File: src/rtl/bcd_pkg.sv
// Shared types and helpers for the sequential binary-to-BCD converter.
//   b2b_state_t : converter FSM states
//   BLANK_DIGIT : digit code shown as "all segments off" by display_refresh
//   cnt_w()     : bit-count helper for the shift counter
package bcd_pkg;

  typedef enum logic {IDLE, SHIFT} b2b_state_t;

  localparam logic [3:0] BLANK_DIGIT = 4'hF;

  // Width needed to count 0..n-1; never narrower than one bit.
  function automatic int cnt_w(input int n);
    return (n <= 2) ? 1 : $clog2(n);
  endfunction

endpackage

File: src/rtl/add3_digit.sv
// One double-dabble correction cell: adds 3 to a BCD digit of 5 or more so
// that the following left shift carries correctly into the next digit.
//   digit_in  : current BCD digit
//   digit_out : corrected digit, ready to be shifted
module add3_digit (
  input  logic [3:0] digit_in,
  output logic [3:0] digit_out
);

  assign digit_out = (digit_in >= 4'd5) ? digit_in + 4'd3 : digit_in;

endmodule

File: src/rtl/bin2bcd_seq.sv
// Sequential binary-to-BCD converter (shift-add-3), one input bit per clock.
// Optional feature: define B2B_LEAD_BLANK_EN to replace leading zero digits
// (never digit 0) with BLANK_DIGIT in bcd_out.
//
// state | meaning
// IDLE  | waiting for start; bcd_out holds the last result
// SHIFT | one add-3 + shift per clock, BIN_W clocks in total
//
// Ports:
//   clk      : system clock
//   reset_n  : asynchronous active-low reset
//   start    : conversion request, honoured only in IDLE
//   bin_in   : unsigned value, captured when start is accepted
//   busy     : high during the BIN_W SHIFT cycles
//   done     : one-cycle pulse, bcd_out updated on this edge
//   bcd_out  : packed BCD result, digit 0 (units) in [3:0]
module bin2bcd_seq
  import bcd_pkg::*;
#(
  parameter int BIN_W  = 8,
  parameter int DIGITS = 4
) (
  input  logic                  clk,
  input  logic                  reset_n,
  input  logic                  start,
  input  logic [BIN_W-1:0]      bin_in,
  output logic                  busy,
  output logic                  done,
  output logic [4*DIGITS-1:0]   bcd_out
);

  localparam int BCD_W = 4 * DIGITS;
  localparam int CNT_W = cnt_w(BIN_W);
  localparam logic [CNT_W-1:0] CNT_LAST = CNT_W'(BIN_W - 1);

  if ((10 ** DIGITS) <= (2 ** BIN_W) - 1) begin : g_range_err
    $error("bin2bcd_seq: DIGITS=%0d cannot hold a %0d-bit value", DIGITS, BIN_W);
  end

  b2b_state_t       state, next_state;
  logic [BIN_W-1:0] bin_sr;
  logic [BCD_W-1:0] bcd_sr;
  logic [CNT_W-1:0] cnt;

  logic [BCD_W-1:0] bcd_adj;
  logic [BCD_W-1:0] bcd_next;
  logic [BIN_W-1:0] bin_next;
  logic [BCD_W-1:0] bcd_final;

  for (genvar g = 0; g < DIGITS; g++) begin : g_add3
    add3_digit u_add3 (
      .digit_in  (bcd_sr[4*g +: 4]),
      .digit_out (bcd_adj[4*g +: 4])
    );
  end

  // The corrected digits and the remaining binary bits shift as one register.
  assign {bcd_next, bin_next} = {bcd_adj, bin_sr} << 1;

`ifdef B2B_LEAD_BLANK_EN
  always_comb begin
    logic seen_nz;
    bcd_final = bcd_next;
    seen_nz   = 1'b0;
    for (int i = DIGITS - 1; i >= 1; i--) begin
      if (!seen_nz && (bcd_next[4*i +: 4] == 4'd0)) begin
        bcd_final[4*i +: 4] = BLANK_DIGIT;
      end else begin
        seen_nz = 1'b1;
      end
    end
  end
`else
  assign bcd_final = bcd_next;
`endif

  always_ff @(posedge clk or negedge reset_n) begin
    if (!reset_n) begin
      state <= IDLE;
    end else begin
      state <= next_state;
    end
  end

  always_comb begin
    next_state = state;
    case (state)
      IDLE:    if (start) next_state = SHIFT;
      SHIFT:   if (cnt == CNT_LAST) next_state = IDLE;
      default: next_state = IDLE;
    endcase
  end

  assign busy = (state == SHIFT);

  always_ff @(posedge clk or negedge reset_n) begin
    if (!reset_n) begin
      bin_sr  <= '0;
      bcd_sr  <= '0;
      cnt     <= '0;
      bcd_out <= '0;
      done    <= 1'b0;
    end else begin
      done <= 1'b0;
      case (state)
        IDLE: begin
          if (start) begin
            bin_sr <= bin_in;
            bcd_sr <= '0;
            cnt    <= '0;
          end
        end
        SHIFT: begin
          bin_sr <= bin_next;
          bcd_sr <= bcd_next;
          cnt    <= cnt + CNT_W'(1);
          if (cnt == CNT_LAST) begin
            bcd_out <= bcd_final;
            done    <= 1'b1;
            cnt     <= '0;
          end
        end
        default: ;
      endcase
    end
  end

endmodule

File: config.mk
export PLATFORM = sky130hd
export DESIGN_NAME = bin2bcd_seq
export DESIGN_NICKNAME = d
export VERILOG_FILES = /design/src/rtl/bcd_pkg.sv /design/src/rtl/add3_digit.sv /design/src/rtl/bin2bcd_seq.sv
export SDC_FILE = /design/constraint.sdc
export NUM_CORES = 1
export LEC_CHECK = 0
export CORE_MARGIN = 4
export CORE_UTILIZATION = 28
export CTS_CLUSTER_DIAMETER = 80
export CTS_CLUSTER_SIZE = 25
export DETAILED_ROUTE_END_ITERATION = 8
export GPL_TIMING_DRIVEN = 0
export HOLD_SLACK_MARGIN = 0.06
export RECOVER_POWER = 100
export SYNTH_ARGS = -nofsm -noshare
export SYNTH_HDL_FRONTEND = slang
export SYNTH_SLANG_ARGS = --single-unit
export TNS_END_PERCENT = 1
File: constraint.sdc
create_clock -name clk -period 1.36 [get_ports clk]
set_input_delay 0.204 -clock clk [delete_from_list [all_inputs] [get_ports clk]]
set_output_delay 0.204 -clock clk [all_outputs]
set_load 0.02 [all_outputs]
# Yosys cells after proc, flatten, opt, wreduce, memory -nomap -nowiden
# Index checks and enable logic that the tools add are counted.
# totals
ff_bits	45
wordCells	35
# classes
n_addsub	5
magnitude_cmp	4
n_eq_ne	2
muxes	16
bitwise_logic	1
n_reduce_logical	1
# op_table
cell	n
case mux 16 bit (2 select lines)	1
greater-or-equal comparator 4 x 3 -> 1 bit (second input constant)	4
two-way mux 16 bit	1
case mux 8 bit (2 select lines)	1
adder 4 x 2 -> 4 bit (second input constant)	3
two-way mux 4 bit	3
two-way mux 3 bit	3
two-way mux 8 bit	1
case mux 3 bit (2 select lines)	1
two-way mux 1 bit	4
adder 3 x 1 -> 3 bit (second input constant)	1
adder 3 x 2 -> 3 bit (second input constant)	1
== test 3 bit (second input constant)	1
inequality test 2 bit (second input constant)	1
case mux 1 bit (2 select lines)	1
AND reduction 2 bit	1
NOT 1 bit	1

# Depth between registers and ports, before layout
# depth
depth_word	3
mapped_depth	7

# Cells and area by module
# From an unflattened synthesis, not the netlist that was laid out.
# unflattened
cells_unflattened	183
hier_area_um2	2187.1
# modules_own_cells
module	n_inst	cells_each	area_per_inst_um2	seq_area_each_um2
bin2bcd_seq	1	119	1781.7	1126.1
add3_digit	4	16	101.3	0.0

# Least setup slack after synthesis
# OpenSTA, ideal clock, no wires.
# synth_path
kind	register to register
startpoint	register bcd_sr[0]
endpoint	register bcd_out[4]
setup_time_ns	0.069
t_arrival_ns	1.406
required_time_ns	1.291
slack_ns	-0.115
path_stages_with_launch	6
path_cell_list	dfrtp_1 > inv_1 > ha_1 > and2b_1 > or4_1 > nand3_1
# synth_between
elab_chain_len	2
elab_cells_between_ends	3
# synth_lines
element	line_no	text
from (decl)	bin2bcd_seq.sv:42	logic [BCD_W-1:0] bcd_sr;
from (signal assigned)	bin2bcd_seq.sv:115	bcd_sr <= bcd_next;
adder 4 x 2 -> 4 bit / greater-or-equal comparator 4 x 3 -> 1 bit (equally long branches)	add3_digit.sv:10	assign digit_out = (digit_in >= 4'd5) ? digit_in + 4'd3 : digit_in;
two-way mux 4 bit *	add3_digit.sv:10	
to (signal assigned)	bin2bcd_seq.sv:118	bcd_out <= bcd_final;
to (decl)	bin2bcd_seq.sv:29	output logic [4*DIGITS-1:0] bcd_out
# Mark *: on every way between the ends. The rest lies on a longest branch, timed or not.
# A chain may end at the register's enable or synchronous reset.

# Worst setup path in the final report
# layout_path
startpoint	register cnt[0]
endpoint	register bcd_out[4]
# layout_between
elab_chain_len	2
# layout_lines
element	line_no	text
from (decl)	bin2bcd_seq.sv:43	logic [CNT_W-1:0] cnt;
from (signal assigned)	bin2bcd_seq.sv:116	cnt <= cnt + CNT_W'(1);
== test 3 bit	bin2bcd_seq.sv:117	if (cnt == CNT_LAST) begin
AND reduction 2 bit (no line)	--	
# No other way between the ends.

==> results.md <==
- Run status: finished, violations left
- Failing checks: negative setup slack
- Pre-CTS setup slack: -0.351 ns
- Area of the multi-input gates: approximately 0.0014 sq mm
- Initial antenna violation count: 0
- Area grow syn2layout: 35.7%
- Synth area leaders: dfrtp_1 (47%), nand2_1 (5.6%), ha_1 (5.2%)
- Mapped Cells: 256
- Post-synth top cells: dfrtp_1 (45), nand2_1 (36), nand3_1 (18)
- Clock sinks: 45
- Critical path's largest stage delay: 0.52 ns
- Critical Path Fanout Max: 8
- Starting DRC count in detailed routing: 127
- Fin util: ~40%
- Grt ovf: 0
- EDFF count, synth: 0
- CTS tree: done
- Hold Path Class: in -> async
- Max-cap violations: 0
- Max clock buf depth: 2
- Pre-antenna DRT Iters: 4
- Tightest Pin Transition: ~0.46 ns
- Synthesis-stage register bit count: between 40 and 50
- Total I/O pin count: 29
- Power Density: 2310 mW/mm^2
- Final HPWL from detailed placement: 4250 microns
- Sequential Area: 0.00113 sq mm
- Synth Warn #: 0
- Cts bufs inserted: 5
- Sequential share of the synthesized area: between 40 and 50%
- Routability cong.: 0.864
- Tot GR Track Use: a little over an eighth
- Via count: 2113
- Die height: 101 microns
- Final Critical Period: roughly 1.5 ns
- Final Non-Filler Cells: 409
- Rows: 33
- Seq pwr share: a little under a third
- Clock group share of total power: 13.9%
- Slew Limit Fails: 0
- Final setup violation count: 11
- P_sw: 3.27 mW
- Critical path's slowest cell: or4_4
- Setup Crit Path Kind: reg -> reg
- Fmax achieved: about 680 MHz
- Dominant synthesized flop cell: dfrtp_1
- Clk Latency, worst-skew pair: 0.31 ns
- Cells along the critical path: ha_2 > ha_4 > nand2_8 > or4_4 > nand3_2
- Worst Path Required: 1.61 ns
- Largest net degree at the start of global routing: 29
- Maximum vdd drop: between 800 and 900 uV
- Crit path capture type: flip-flop
- Switch share: 43.2%
- Syn Area/Cell: ~9.5 sq um
- Area leader, netlist: dfrtp_1
- CP bufs+invs: 0
- Slack of the critical path: -0.102 ns
- Synth top area share: 46.5%
- FILL cells: 851
- Max_slew headroom: around 69%
- RSZ-0062 raised after global routing: true
- Final cycle utilization of the critical path: 107%
- Cell Area, Synth: between 0.002 and 0.0025 sq mm
- Buffers on Ports: 27
- Most frequent cell after synthesis: dfrtp_1
- Die ar.: 0.0102 sq mm
- Leakage: 1.41 nW
- Clock slew at reported path FFs: 0.10 ns
- H-tree Lvls: 2
- Antenna Nets Post-Route: 0
- Mapped Nets: 277
- Endpoints failing hold: 0
- DR vias/cell: 5.17
- Startpoint type of the worst setup path: flip-flop
- Async S/R FF share, synth: 100%
- WL/cell: 15.5 microns
- Die X: approximately 100 microns
- Flop-to-flop setup slack: -0.10 ns
- R2r startpoint: cnt[0]
- Vias in the first global route: 2042
- Starting Density: 29.2%
- Fin nets: 324
- DRC Markers: 0
- Clock skew: 0.0126 ns
- Count of different cell masters after synthesis: 39
- CTS root buffer: clkbuf_8
- N_diodes: 0
- Crit path launch: cnt[0]
- Internal power: about 4.3 mW
- Gate power share: 55.0%
- Worst Path Arrival: ~1.7 ns
- Total design power: 7.57 mW
- Top Family by Delay on Critical Path: simple AND/OR/NAND/NOR gates
- Share of layout cells above drive strength 1: 27.0%
- DP Cell Count: a little under 400
- First-pass GRT wire length: approximately 10000 microns
- Drt total wl: 6350 microns
- Core ar.: 0.00830 sq mm
==> worst register-to-register path: cells and delay by family (launching register included) <==
family / cells / cell delay, ns
and+or+nand+nor: 3 / 0.67
adders and majority gates: 2 / 0.37
DFF: 1 / 0.37
==> path summary, 6_finish.rpt <==
path                                to  depth (start not counted)
setup / recovery            bcd_out[4]                          5
hold / removal             bcd_out[10]                          2
setup reg to reg            bcd_out[4]                          5
hold reg to reg            bcd_out[14]                          2
max in group asynchronous    bcd_sr[0]                          3
min in group clk             bin_sr[3]                          3
==> what timing repair did <==
item | in CTS | in global routing
pin swaps | 3 | 13
setup buffers | 4 | 7
endpoints found under the setup margin | 48 | 38
hold buffers | 1 | 0
gates resized for setup | 37 | 39
endpoints found under the hold margin | 17 | 0
==> sequential cells by signal, summed over array words and instances, names as in the netlist <==
signal	count
bcd_out	16
bcd_sr	16
bin_sr	8
cnt	3
busy	1
done	1
==> metal layers <==
metal  up-vias  track usage, %  wire length (microns)
met5         -               0                      0
met1      1025            18.0                   3070
met2        45            20.1                   2880
met4         0            3.68                     74
met3         8            3.60                    330
li1       1035               -                      -
==> cell usage in the layout, fill, tap and decap left out, types with 4 or more instances in the layout <==
cell	instances
a21oi_1	5
buf_2	4
buf_4	15
clkbuf_1	4
clkbuf_8	5
clkdlybuf4s50_1	8
dfrtp_1	41
dfrtp_2	4
dlygate4sd2_1	18
ha_4	7
inv_1	6
inv_4	5
mux2i_1	9
nand2_1	36
nand2b_1	4
nand3_1	15
nor2_1	6
nor2b_1	4
nor3_1	4
nor3b_1	4
o21ai_0	13
o22ai_1	5
o31ai_1	6
==> per-stage QoR <==
stage | TNS, ns | hold slack (ns) | area, sq um
6_report | -0.481 | 0.350 | 3280
5_1_grt | -2.37 | 0.416 | 3280
2_1_floorplan | -0.125 | -0.0916 | 2490
3_5_place_dp | -5.13 | 0.169 | 2900
4_1_cts | -1.26 | 0.342 | 3080
3_3_place_gp | -60.81 | 0.464 | 2890
==> cell type report <==
class,instances,area share [%]
multi-input cells,179,41.9
flip-flops and latches,45,34.4
repair buffers,40,10.4
well taps,105,4.00
plain buffers,18,3.73
clock buffers,5,2.10
inverters,14,1.98
clock inverters,3,1.41
==> power groups by stage <==
stage          Clock, mW  Combinational (mW)  Sequential [mW]
3_5_place_dp           0                3.64             2.37
2_1_floorplan          0                2.25             2.56
3_3_place_gp           0                3.59             2.35
5_1_grt             1.13                4.66             2.43
6_report            1.06                4.16             2.35
4_1_cts             1.08                3.72             2.31
==> cells by family after synthesis <==
group	synth area share, %
fa+ha+maj	5.17
simple gates	18.9
compound gates	19.6
mux	3.72
buf+inv	6.10
flops	46.5
Power figures use the tool's default switching activity.
